[src/rtl/tdc_rx_pkg.sv]
// -----------------------------------------------------------------------------
// tdc_rx_pkg
// Shared definitions for the TDC serial receive path: receiver FSM states,
// line-level constants and a saturating counter helper.
// -----------------------------------------------------------------------------
package tdc_rx_pkg;

    // Receiver frame states: wait for start, payload bits, parity bit, stop bit.
    typedef enum logic [1:0] {
        ST_IDLE   = 2'd0,
        ST_DATA   = 2'd1,
        ST_PARITY = 2'd2,
        ST_STOP   = 2'd3
    } rx_state_t;

    localparam logic START_BIT   = 1'b1;
    localparam logic STOP_BIT    = 1'b0;
    localparam int   SYNC_STAGES = 2;

    // Increment value, holding at the all-ones value of a width-bit counter.
    function automatic logic [31:0] sat_inc(input logic [31:0] value,
                                            input int unsigned width);
        logic [31:0] max_val;
        max_val = (width >= 32) ? 32'hFFFF_FFFF : ((32'd1 << width) - 32'd1);
        return (value >= max_val) ? max_val : value + 32'd1;
    endfunction

endpackage

[src/rtl/tdc_rx_fifo.sv]
// -----------------------------------------------------------------------------
// tdc_rx_fifo
// Show-ahead FIFO: dout always presents the head word (0 while empty), a pop
// takes effect in the cycle it is asserted. Push and pop may coincide; when
// full, a coincident pop frees the slot so the push is accepted.
//
// Ports:
//   clk, rst     clock, asynchronous active-high reset (empties the FIFO)
//   push, din    write request and word
//   pop          read request, ignored while empty
//   dout         head word
//   full, empty  occupancy flags
//   count        current occupancy, 0..DEPTH
// -----------------------------------------------------------------------------
module tdc_rx_fifo #(
    parameter int WIDTH = 16,
    parameter int DEPTH = 8
) (
    input  logic                     clk,
    input  logic                     rst,
    input  logic                     push,
    input  logic [WIDTH-1:0]         din,
    input  logic                     pop,
    output logic [WIDTH-1:0]         dout,
    output logic                     full,
    output logic                     empty,
    output logic [$clog2(DEPTH):0]   count
);

    localparam int AW = $clog2(DEPTH);
    localparam int CW = AW + 1;

    logic [WIDTH-1:0] mem [DEPTH];
    logic [AW-1:0]    wr_ptr_reg;
    logic [AW-1:0]    rd_ptr_reg;
    logic [CW-1:0]    count_reg;
    logic             do_push;
    logic             do_pop;

    assign empty   = (count_reg == '0);
    assign full    = (count_reg == CW'(DEPTH));
    assign do_pop  = pop && !empty;
    // A same-cycle pop makes room, so a push into a full FIFO still lands.
    assign do_push = push && (!full || do_pop);

    always_ff @(posedge clk or posedge rst) begin
        if (rst) begin
            wr_ptr_reg <= '0;
            rd_ptr_reg <= '0;
            count_reg  <= '0;
        end else begin
            if (do_push) wr_ptr_reg <= wr_ptr_reg + AW'(1);
            if (do_pop)  rd_ptr_reg <= rd_ptr_reg + AW'(1);
            case ({do_push, do_pop})
                2'b10:   count_reg <= count_reg + CW'(1);
                2'b01:   count_reg <= count_reg - CW'(1);
                default: count_reg <= count_reg;
            endcase
        end
    end

    // Storage carries no reset; stale words are masked by the empty flag.
    always_ff @(posedge clk) begin
        if (do_push) mem[wr_ptr_reg] <= din;
    end

    assign dout  = empty ? '0 : mem[rd_ptr_reg];
    assign count = count_reg;

endmodule

[src/rtl/tdc_rx_deser.sv]
// -----------------------------------------------------------------------------
// tdc_rx_deser
// Deserializer for the TDC core's single-wire DATA_OUT stream. Frame format:
// start bit (1), DATA_WIDTH payload bits MSB first, even parity bit, stop bit
// (0); the line idles at 0. Good words are queued in a show-ahead FIFO, and
// good/error/lost frames are counted with saturating counters.
//
// Ports:
//   BUS_CLK, BUS_RST  clock, asynchronous active-high reset
//   ENABLE            receiver enable; low forces the FSM to IDLE
//   BIT_EN            one-cycle strobe per serial bit period
//   RX_DATA           serial line
//   CLEAR_CNT         synchronous clear of all counters (wins over increments)
//   DATA, DATA_VALID  FIFO head word and not-empty flag
//   DATA_READ         pop strobe, honoured when DATA_VALID=1
//   FIFO_COUNT        FIFO occupancy
//   FRAME_CNT         good frames (including ones dropped on overflow)
//   ERR_CNT           parity and framing errors
//   LOST_CNT          good frames dropped because the FIFO was full
// -----------------------------------------------------------------------------
module tdc_rx_deser
    import tdc_rx_pkg::*;
#(
    parameter int DATA_WIDTH = 16,
    parameter int FIFO_DEPTH = 8,
    parameter int CNT_WIDTH  = 16
) (
    input  logic                          BUS_CLK,
    input  logic                          BUS_RST,
    input  logic                          ENABLE,
    input  logic                          BIT_EN,
    input  logic                          RX_DATA,
    input  logic                          CLEAR_CNT,
    output logic [DATA_WIDTH-1:0]         DATA,
    output logic                          DATA_VALID,
    input  logic                          DATA_READ,
    output logic [$clog2(FIFO_DEPTH):0]   FIFO_COUNT,
    output logic [CNT_WIDTH-1:0]          FRAME_CNT,
    output logic [CNT_WIDTH-1:0]          ERR_CNT,
    output logic [CNT_WIDTH-1:0]          LOST_CNT
);

    localparam int BCW = $clog2(DATA_WIDTH);

    // Data and strobe go through identical delay chains so they stay aligned.
    logic [SYNC_STAGES-1:0] rx_sync_reg;
    logic [SYNC_STAGES-1:0] ben_sync_reg;
    logic                   rx_d;
    logic                   ben_d;

    rx_state_t              state_reg,     state_next;
    logic [DATA_WIDTH-1:0]  shift_reg,     shift_next;
    logic [BCW-1:0]         bit_cnt_reg,   bit_cnt_next;
    logic                   parity_ok_reg, parity_ok_next;
    logic                   frame_good;
    logic                   frame_err;

    logic                   fifo_full;
    logic                   fifo_empty;
    logic                   fifo_pop;
    logic                   lost_inc;

    always_ff @(posedge BUS_CLK or posedge BUS_RST) begin
        if (BUS_RST) begin
            rx_sync_reg  <= '0;
            ben_sync_reg <= '0;
        end else begin
            rx_sync_reg  <= {rx_sync_reg[SYNC_STAGES-2:0], RX_DATA};
            ben_sync_reg <= {ben_sync_reg[SYNC_STAGES-2:0], BIT_EN};
        end
    end

    assign rx_d  = rx_sync_reg[SYNC_STAGES-1];
    assign ben_d = ben_sync_reg[SYNC_STAGES-1];

    always_ff @(posedge BUS_CLK or posedge BUS_RST) begin
        if (BUS_RST) begin
            state_reg     <= ST_IDLE;
            shift_reg     <= '0;
            bit_cnt_reg   <= '0;
            parity_ok_reg <= 1'b0;
        end else begin
            state_reg     <= state_next;
            shift_reg     <= shift_next;
            bit_cnt_reg   <= bit_cnt_next;
            parity_ok_reg <= parity_ok_next;
        end
    end

    always_comb begin
        state_next     = state_reg;
        shift_next     = shift_reg;
        bit_cnt_next   = bit_cnt_reg;
        parity_ok_next = parity_ok_reg;
        frame_good     = 1'b0;
        frame_err      = 1'b0;

        if (!ENABLE) begin
            state_next = ST_IDLE;
        end else if (ben_d) begin
            case (state_reg)
                ST_IDLE: begin
                    if (rx_d == START_BIT) begin
                        shift_next   = '0;
                        bit_cnt_next = '0;
                        state_next   = ST_DATA;
                    end
                end
                ST_DATA: begin
                    shift_next = {shift_reg[DATA_WIDTH-2:0], rx_d};
                    if (bit_cnt_reg == BCW'(DATA_WIDTH - 1)) begin
                        state_next = ST_PARITY;
                    end else begin
                        bit_cnt_next = bit_cnt_reg + BCW'(1);
                    end
                end
                ST_PARITY: begin
                    parity_ok_next = ((^shift_reg) ^ rx_d) == 1'b0;
                    state_next     = ST_STOP;
                end
                ST_STOP: begin
                    // A stop bit of 1 is dropped here; the FSM relocks on the
                    // next strobe that carries a 1.
                    if (rx_d == STOP_BIT && parity_ok_reg) begin
                        frame_good = 1'b1;
                    end else begin
                        frame_err = 1'b1;
                    end
                    state_next = ST_IDLE;
                end
                default: state_next = ST_IDLE;
            endcase
        end
    end

    assign fifo_pop = DATA_READ && !fifo_empty;
    assign lost_inc = frame_good && fifo_full && !fifo_pop;

    tdc_rx_fifo #(
        .WIDTH (DATA_WIDTH),
        .DEPTH (FIFO_DEPTH)
    ) u_fifo (
        .clk   (BUS_CLK),
        .rst   (BUS_RST),
        .push  (frame_good),
        .din   (shift_reg),
        .pop   (DATA_READ),
        .dout  (DATA),
        .full  (fifo_full),
        .empty (fifo_empty),
        .count (FIFO_COUNT)
    );

    assign DATA_VALID = !fifo_empty;

    // Status counters: index 0 frames, 1 errors, 2 lost.
    logic [2:0]                 cnt_inc;
    logic [2:0][CNT_WIDTH-1:0]  cnt_all;

    assign cnt_inc = {lost_inc, frame_err, frame_good};

    generate
        for (genvar gi = 0; gi < 3; gi++) begin : g_cnt
            logic [CNT_WIDTH-1:0] cnt_reg;

            always_ff @(posedge BUS_CLK or posedge BUS_RST) begin
                if (BUS_RST) begin
                    cnt_reg <= '0;
                end else if (CLEAR_CNT) begin
                    cnt_reg <= '0;
                end else if (cnt_inc[gi]) begin
                    cnt_reg <= CNT_WIDTH'(sat_inc(32'(cnt_reg), CNT_WIDTH));
                end
            end

            assign cnt_all[gi] = cnt_reg;
        end
    endgenerate

    assign FRAME_CNT = cnt_all[0];
    assign ERR_CNT   = cnt_all[1];
    assign LOST_CNT  = cnt_all[2];

endmodule

[config.mk]
export PLATFORM = sky130hd
export DESIGN_NAME = tdc_rx_deser
export DESIGN_NICKNAME = d
export VERILOG_FILES = /design/src/rtl/tdc_rx_pkg.sv /design/src/rtl/tdc_rx_fifo.sv /design/src/rtl/tdc_rx_deser.sv
export SDC_FILE = /design/constraint.sdc
export NUM_CORES = 1
export LEC_CHECK = 0
export BUFFER_PORTS_ARGS = -buffer_cell sky130_fd_sc_hd__buf_2
export CORE_AREA = 3 3 135 137
export CTS_CLUSTER_DIAMETER = 30
export DETAILED_ROUTE_END_ITERATION = 8
export DIE_AREA = 0 0 138 140
export GPL_TIMING_DRIVEN = 0
export PLACE_DENSITY = 0.8
export SYNTH_ARGS = -nofsm -noshare
export SYNTH_HDL_FRONTEND = slang
export SYNTH_SLANG_ARGS = --single-unit
[constraint.sdc]
create_clock -name BUS_CLK -period 8.1 [get_ports BUS_CLK]
set_input_delay 0.405 -clock BUS_CLK [delete_from_list [all_inputs] [get_ports BUS_CLK]]
set_output_delay 0.405 -clock BUS_CLK [all_outputs]
set_load 0.03 [all_outputs]
==> results of run 1 <==
-- cell type report --
| type | instances | area [um^2] | share of cell area |
|---|---|---|---|
| multi-input cells | 425 | 3322 | 0.2872 |
| clock buffers | 44 | 992.2 | 0.08577 |
| flip-flops and latches | 213 | 5971 | 0.5161 |
| repair buffers | 86 | 523.0 | 0.04521 |
| plain buffers | 26 | 113.9 | 0.009842 |
| clock inverters | 23 | 302.8 | 0.02617 |
| inverters | 16 | 62.56 | 0.005408 |
| well taps | 225 | 281.5 | 0.02433 |
-- per-stage QoR --
step	power [uW]	setup slack, ps	hold WS, ps
2_1_floorplan	1799	4695	331.2
3_3_place_gp	1970	3068	336.1
3_5_place_dp	1996	4929	346.5
4_1_cts	3612	4816	15.27
5_1_grt	3709	4625	20.42
6_report	3593	4767	35.27
-- where the power goes --
part           total (uW)  internal (uW)  switching [uW]
sequential           1240           1190            50.5
clock                1600           1050             550
combinational         758            291             467
-- path summary, 6_finish.rpt --
check / end / slack [ps] / cells past startpoint
max: u_fifo.count[2] / 4770 / 11
min reg2reg: rx_sync_reg[1] / 360 / 0
min: ben_sync_reg[0] / 40 / 1
min in group asynchronous: ERR_CNT[13] / 480 / 3
max in group asynchronous: u_fifo.count[0] / 6990 / 4
max reg2reg: u_fifo.count[2] / 4770 / 11
-- synth_stat cells (2+ instances only) --
library cell    n  share of area
edfxtp_1      128           0.41
dfrtp_1        85           0.23
nor2_1         59          0.023
nand2_1        43          0.017
mux4_2         32          0.076
a21oi_1        31          0.016
nor3_1         26          0.014
mux2i_1        22          0.023
nand3_1        21          0.011
o21ai_0        21          0.011
a211oi_1       19          0.015
clkbuf_1       19         0.0076
xnor2_1        18          0.017
inv_1          14         0.0056
ha_1           13          0.017
a22o_1         11          0.010
and3_1         10         0.0066
nand4_1         9         0.0060
a311oi_1        8         0.0074
nor4_1          8         0.0053
nand2b_1        7         0.0046
and4_1          6         0.0056
xor2_1          6         0.0056
a31oi_1         5         0.0033
buf_2           4         0.0021
nor2b_1         4         0.0027
and2_1          3         0.0020
o21bai_1        3         0.0024
o22ai_1         3         0.0020
a221oi_1        2         0.0019
a41oi_1         2         0.0019
mux2_2          2         0.0024
nand4_2         2         0.0027
nor3_2          2         0.0021
nor4_2          2         0.0027
nor4_4          2         0.0045
or2_1           2         0.0013
-- what timing repair did --
action                    in CTS  in global routing
gates resized for setup        0                  0
hold buffers                   2                  0
hold endpoints to repair      36                  0
-- per-layer routing --
metal  track usage  wire, um  up-vias
met5             0         0        -
met4       0.08216       662        0
li1              -         -     2884
met1        0.3081      9174     3288
met2        0.4057     11580      344
met3       0.05463      1735       57
-- critical path, stage by stage (launching register included) --
cell and delay (ps):
dfrtp_1 460, nor2b_1 390, nand2_1 230, a21oi_1 410, clkinv_1 410, ha_1 390, xor2_1 170, ha_1 200
a21oi_1 180, xor2_1 160, nor2_1 70, xor2_1 150
-- cell usage in the layout, fill, tap and decap left out, types with 18 or more instances in the layout --
cell type	instances
edfxtp_1	128
dfrtp_1	85
buf_2	78
nor2_1	56
nand2_1	43
clkbuf_16	37
mux4_2	32
a21oi_1	31
clkbuf_1	22
nor3_1	22
mux2i_1	22
nand3_1	21
o21ai_0	21
a211oi_1	19
xnor2_1	18
-- kinds of logic (layout without fill, tap and decap cells) --
group / after synthesis / after routing / share of synthesized area
fa+ha+maj: 13 / 13 / 0.01724
buf+inv: 42 / 195 / 0.01844
xor+xnor: 25 / 25 / 0.02467
mux: 57 / 57 / 0.1033
compound gates: 113 / 113 / 0.08052
flops: 213 / 213 / 0.6330
simple gates: 217 / 217 / 0.1228
==> summary.md, run 1 <==
| Metric | Value |
|---|---|
| Post-CTS Setup Bufs | 0 |
| Initial antenna violation count | 0 |
| Mapped Cells | 680 |
| Worst hold path class | input port to flip-flop |
| Via/cell ratio | 6.213 |
| Layout Area Growth over Synthesis | 22.64% |
| Die X | 138 um |
| Max Cap Viol | 0 |
| Slew Limit Fails | 0 |
| Async S/R FF share, synth | 0.3991 |
| Area of all placed cells without fillers | 0.01157 mm^2 |
| Post-synth top flop | edfxtp_1 |
| F_max | 300.0 MHz |
| Worst Setup Start Kind | flip-flop |
| TritonCTS clock tree | yes |
| CTS clk-pin slew, worst paths | 50 ps |
| Synth unique cells | 63 |
| Post-route minimum period | 3333 ps |
| Slew headroom | 0.3799 |
| Post-synthesis sequential element count | 213 |
| Layout cell share with drive strength beyond 1 | 0.2569 |
| Dpl hpwl | 14200 um |
| Pin count of the biggest net entering global routing | 51 |
| Hold_sp | BIT_EN |
| Synth Area per Inst | 13.87 um^2 |
| Tightest Pin Transition | 925.0 ps |
| H-tree levels | 2 |
| DRT Pass-1 Iters | 5 |
| CP Class | flip-flop to flip-flop |
| Critical Path AT | 3700 ps |
| Antenna-violating nets left | 0 |
| Number of global-route vias before repair | 6665 |
| Util after Layout | 0.6735 |
| Most flops, register | u_fifo.mem |
| Via Count | 6573 |
| CTS Buf Count | 37 |
| Fill count | 1157 |
| Initial DRC Count | 827 |
| Dpl cell area | 0.01025 mm^2 |
| Bufs on Longest Clock Path | 3 |
| Layout Cells excl Fill | 1058 |
| Die Area | 0.01932 mm^2 |
| Period utilisation layout | 0.4115 |
| NumNets Final | 825 |
| Largest register FFs | 128 |
| Setup Skew | 19.48 ps |
| Pleak | 0.004519 uW |
| CTS sink cnt | 213 |
| RSZ-0062 raised after global routing | no |
| Root Driver | clkbuf_16 |
| # diodes | 0 |
| Grt total ovfl | 0 |
| Std-Cell Rows | 48 |
| Setup Viol. Count Final | 0 |
| Worst skew pair latency | 510 ps |
| Cell Pwr Density | 310.5 mW/mm^2 |
| I/O pin count | 76 |
| Maximum VDD drop | 0.1975 mV |
| Placed insts | 989 |
| First-pass GRT wire length | 36820 um |
| Syn nets | 700 |
| Placer Congestion | 0.9006 |
| CP endpoint kind | flip-flop |
| Total GRT Usage | 0.2394 |
| Initial core utilization | 0.5492 |
| Mapped Area | 0.009433 mm^2 |
| Crit path launch | rx_sync_reg[1] |
| Sequential share of the synthesized area | 0.6330 |
| Post-synth EDFFs | 128 |
| Fin. Hold Viols | 0 |
| Fin Setup TNS | 0 ps |
| Drt wl/cell | 21.88 um |
| Port bufs | 74 |
| Core area | 0.01718 mm^2 |
| Die Height | 140 um |
| WP data required | 8470 ps |
| Status | finished, final reports clean |
| Detailed Route WL | 23150 um |
| CP max FO | 8 |
| Yosys warnings | 0 |
| R2r startpoint | rx_sync_reg[1] |
| Residual DRC | 0 |
(Power assumes the default switching activity.)
==> run 2: changes to the inputs <==
Settings changed: CORE_AREA 3 3 135 137 to 3 3 137 139, DIE_AREA 0 0 138 140 to 0 0 140 142, PLACE_DENSITY 0.8 to 0.81.
Clock period 8.1 ns to 2.9 ns, I/O delays scaled along.
==> run 2 against run 1 <==
Compared with the run above: register-to-register slack worse by 4600 ps; worst hold slack better by 110 ps; non-clock buffer count rose by 1; critical path depth down 5; setup slack got worse by 4600 ps; largest power group unchanged; highest routed layer unchanged.
==> summary.md, run 2 (synthesis results as in run 1) <==
| Metric | Value |
|---|---|
| Drt wl/cell | 20.27 um |
| Via Count | 6465 |
| I/O pin count | 76 |
| Die Area | 0.01988 mm^2 |
| # diodes | 0 |
| WP data required | 2760 ps |
| Initial core utilization | 0.5305 |
| TritonCTS clock tree | yes |
| RSZ-0062 raised after global routing | no |
| CTS clk-pin slew, worst paths | 50 ps |
| Layout cell share with drive strength beyond 1 | 0.2622 |
| H-tree levels | 2 |
| Number of global-route vias before repair | 6535 |
| Residual DRC | 0 |
| Setup Viol. Count Final | 0 |
| Pleak | 0.004447 uW |
| CTS sink cnt | 213 |
| Slew Limit Fails | 0 |
| Largest register FFs | 128 |
| Via/cell ratio | 6.053 |
| Critical Path AT | 2600 ps |
| Worst Setup Start Kind | flip-flop |
| Maximum VDD drop | 0.7549 mV |
| Worst hold path class | input port to flip-flop |
| Antenna-violating nets left | 0 |
| CTS Buf Count | 39 |
| F_max | 364.8 MHz |
| Cell Pwr Density | 858.4 mW/mm^2 |
| Dpl hpwl | 13120 um |
| Die X | 140 um |
| Tightest Pin Transition | 977.7 ps |
| Port bufs | 74 |
| Layout Area Growth over Synthesis | 23.31% |
| Detailed Route WL | 21650 um |
| Status | finished, final reports clean |
| Pin count of the biggest net entering global routing | 50 |
| Setup Skew | 26.64 ps |
| Util after Layout | 0.6542 |
| Bufs on Longest Clock Path | 3 |
| Most frequent cells in the layout | edfxtp_1 (128), dfrtp_1 (85), buf_2 (75), nor2_1 (56), nand2_1 (43) |
| NumNets Final | 828 |
| Setup slack, reg-to-reg | 170 ps |
| Std-Cell Rows | 49 |
| Initial DRC Count | 523 |
| Initial antenna violation count | 0 |
| CP max FO | 10 |
| Max Cap Viol | 0 |
| Fin. Hold Viols | 0 |
| Core area | 0.01778 mm^2 |
| Most flops, register | u_fifo.mem |
| Fill count | 1227 |
| Total GRT Usage | 0.2217 |
| CP Class | flip-flop to output port |
| DRT Pass-1 Iters | 6 |
| Grt total ovfl | 0 |
| Slew headroom | 0.3475 |
| Period utilisation layout | 0.9452 |
| First-pass GRT wire length | 34800 um |
| Post-route minimum period | 2741 ps |
| Total Power | 9984 uW |
| Placer Congestion | 0.8851 |
| Worst skew pair latency | 530 ps |
| Most common cell after layout, fill and taps aside | edfxtp_1 |
| Die Height | 142 um |
| CP endpoint kind | output port |
| Root Driver | clkbuf_16 |
==> run 2: worst paths after layout <==
kind | from | end | cells after the start
max in group asynchronous | BUS_RST | FRAME_CNT[2] | 4
min | CLEAR_CNT | LOST_CNT[15] | 2
min reg2reg | ben_sync_reg[0] | ben_sync_reg[1] | 0
min in group asynchronous | BUS_RST | shift_reg[9] | 3
max reg2reg | u_fifo.count[1] | u_fifo.count[2] | 12
max | u_fifo.rd_ptr_reg[1] | DATA[10] | 6
==> run 2: layout make-up <==
class / count / area, um^2 / area share
Clock buffer: 43 / 991.0 / 0.08520
Multi-Input combinational cell: 425 / 3343 / 0.2874
Timing Repair Buffer: 88 / 538.0 / 0.04626
Inverter: 16 / 65.06 / 0.005594
Sequential cell: 213 / 5971 / 0.5133
Tap cell: 229 / 286.5 / 0.02463
Buffer: 25 / 121.4 / 0.01043
Clock inverter: 29 / 315.3 / 0.02711
==> run 2: worst max-delay path: stages, from the launching register on <==
cell and delay (ps):
dfrtp_1 350, clkbuf_1 300, clkbuf_1 590, mux4_2 410, mux2i_1 170, nor2_1 60, buf_2 200
==> run 2: stage by stage <==
step | setup TNS (ps) | area [um^2] | hold WS [ps] | cells | worst slack [ps]
finish | 0 | 11630 | 143.2 | 1068 | 158.9
detailed placement | -3111 | 10240 | 214.0 | 991 | -240.2
global route | 0 | 11630 | 156.8 | 1068 | 5.990
CTS | 0 | 11620 | 129.2 | 1068 | 7.282
global placement | -140880 | 10100 | 272.3 | 983 | -1289
floorplan | -5049 | 9439 | 176.4 | 680 | -105.2
==> run 2: what timing repair did <==
action | 4_1_cts | 5_1_grt
hold buffers | 5 | 0
pin swaps | 0 | 1
gates resized for setup | 7 | 6
endpoints found under the setup margin | 43 | 61
endpoints found under the hold margin | 51 | 0
buffers inserted | 0 | 1
==> run 2: where the power goes <==
part	leakage [uW]	switching, uW	internal, uW
logic	0.00157	1240	856
registers	0.00227	157	3310
clock network	0.000611	1620	2800
total	0.00445	3020	6960
==> run 2: metal layers <==
metal | track usage | up-vias | routed length [um]
met5 | 0 | - | 0
met4 | 0.08159 | 0 | 516
met3 | 0.04570 | 45 | 1547
met2 | 0.3859 | 293 | 11150
met1 | 0.2777 | 3231 | 8437
li1 | - | 2896 | -
==> run 3: changes to the inputs <==
Settings changed: CORE_AREA 3 3 137 139 to 3 3 135 137, DIE_AREA 0 0 140 142 to 0 0 138 140, PLACE_DENSITY 0.81 to 0.8.
Clock period 2.9 ns to 2.86 ns, I/O delays scaled along.
==> run 3 against run 2 <==
Compared with the run above: via count increased by 0.77%; core utilization is 2.4 points higher; highest routed layer unchanged; critical path depth is 2 higher; worst hold slack worse by 1.4 ps; wire length rose by 5.4%.
==> summary.md, run 3 (synthesis results as in run 1) <==
| Metric | Value |
|---|---|
| Status | finished, final reports clean |
| Pin count of the biggest net entering global routing | 47 |
| Setup slack, reg-to-reg | 140 ps |
| Dpl hpwl | 14350 um |
| Fin. Hold Viols | 0 |
| Number of global-route vias before repair | 6833 |
| CP Class | flip-flop to flip-flop |
| Grt met1 use | 0.2848 |
| Setup Viol. Count Final | 0 |
| Grt total ovfl | 0 |
| Worst skew pair latency | 520 ps |
| Die Area | 0.01932 mm^2 |
| Worst hold path class | input port to flip-flop |
| Met2 usage | 0.4173 |
| Layout cell share with drive strength beyond 1 | 0.2665 |
| Initial core utilization | 0.5492 |
| Critical Path AT | 2940 ps |
| CTS Buf Count | 36 |
| Fill count | 1167 |
| Root Driver | clkbuf_16 |
| Register Area | 0.005973 mm^2 |
| R2R depth | 8 |
| Post-route minimum period | 2720 ps |
| Largest register FFs | 128 |
| Bufs on Longest Clock Path | 3 |
| Layout Cells excl Fill | 1058 |
| Die X | 138 um |
| Antenna-violating nets left | 0 |
| CP max FO | 10 |
| Total GRT Usage | 0.2373 |
| Area occupied by multi-input gates | 0.003356 mm^2 |
| Die Height | 140 um |
| R2r startpoint | state_reg[1] |
| CP endpoint kind | flip-flop |
| Initial antenna violation count | 0 |
| Max Cap Viol | 0 |
| Residual DRC | 0 |
| Layout Area Growth over Synthesis | 23.53% |
| Drt wl/cell | 21.56 um |
| Most common cell after layout, fill and taps aside | edfxtp_1 |
| Std-Cell Rows | 48 |
| Core area | 0.01718 mm^2 |
| Worst R2R End | u_fifo.mem[1][4] |
| Placed insts | 987 |
| Most frequent cells in the layout | edfxtp_1 (128), dfrtp_1 (83), buf_2 (75), nor2_1 (56), nand2_1 (43) |
| TritonCTS clock tree | yes |
| Via Count | 6515 |
| NumNets Final | 825 |
| M3 GR Usage | 0.05770 |
| I/O pin count | 76 |
| Detailed Route WL | 22820 um |
| Placer Congestion | 0.8886 |
| DRT Pass-1 Iters | 5 |
| Pleak | 0.004521 uW |
| CTS sink cnt | 213 |
| Maximum VDD drop | 0.5487 mV |
| Grt peak-use layer | met2 |
| Slew Limit Fails | 0 |
| Via/cell ratio | 6.158 |
| Port bufs | 74 |
| Initial DRC Count | 645 |
| Period utilisation layout | 0.9511 |
| Tightest Pin Transition | 961.8 ps |
| Most flops, register | u_fifo.mem |
| WHS Path Cells | 2 |
| Hold Path End | LOST_CNT[15] |
| # diodes | 0 |
| Worst Setup Start Kind | flip-flop |
| H-tree levels | 2 |
| F_max | 367.6 MHz |
| Setup Skew | 24.65 ps |
| Cell Pwr Density | 881.2 mW/mm^2 |
| Hold_sp | CLEAR_CNT |
| First-pass GRT wire length | 36560 um |
| CTS clk-pin slew, worst paths | 50 ps |
| Slew headroom | 0.3553 |
| WHS | 141.7 ps |
| RSZ-0062 raised after global routing | no |
| WP data required | 3080 ps |
==> run 3: cell count changes in the layout (fill, tap and decap cells not counted), sizes merged <==
cell | previous run | this run
bufinv | 3 | 6
buf | 90 | 88
clkinv | 13 | 6
inv | 22 | 24
clkbuf | 61 | 63
clkinvlp | 7 | 3
==> run 3: what timing repair did <==
action,4_1_cts,5_1_grt
setup endpoints to repair,85,72
gates resized for setup,6,14
endpoints found under the hold margin,60,0
setup buffers,1,0
hold buffers,5,0
pin swaps,1,0
==> run 3: routing by layer <==
metal  part of all wire  vias to the layer above
met2               0.53                      292
met1               0.37                     3274
met3              0.073                       55
met5                  0                        -
li1                   -                     2894
met4              0.024                        0
==> run 3: stage by stage <==
step           total power (uW)  area, um^2  setup TNS [ps]  worst slack [ps]    util
2_1_floorplan              5131        9439           -6969            -145.2       -
3_3_place_gp               5618       10090         -142990             -1347  0.5875
3_5_place_dp               5705       10250           -5787            -203.8  0.5968
4_1_cts                   10330       11630          -41.59            -22.99  0.6769
5_1_grt                   10650       11650               0             20.57  0.6784
6_report                  10270       11650               0             139.9  0.6784
==> run 3: worst max-delay path: stages (launching register included) <==
cell and delay, ps:
dfrtp_1 390, ha_1 170, and3_1 150, buf_4 150, nand2_1 130, a21oi_2 270, inv_4 120, nor3_2 780
buf_8 250
==> run 3: layout make-up <==
class,instances,share of cell area
Clock buffer,43,0.08300
Tap cell,225,0.02416
Sequential cell,213,0.5126
Multi-Input combinational cell,425,0.2880
Clock inverter,23,0.02899
Buffer,25,0.01052
Inverter,16,0.005584
Timing Repair Buffer,88,0.04714
==> run 3: where the power goes <==
part	leakage, uW	internal [uW]	switching [uW]
combinational	0.00158	863	1320
clock	0.000629	3010	1560
sequential	0.00232	3360	158
total	0.00452	7240	3030
==> run 3: worst max path at each step <==
stage,from,endpoint,slack (ps)
floorplan,state_reg[1],u_fifo.mem[2][0],-150
global placement,rx_sync_reg[1],u_fifo.mem[1][8],-1350
detailed placement,rx_sync_reg[1],u_fifo.count[2],-200
CTS,u_fifo.rd_ptr_reg[0],DATA[11],-20
global route,state_reg[1],u_fifo.mem[1][8],20
finish,state_reg[1],u_fifo.mem[1][4],140
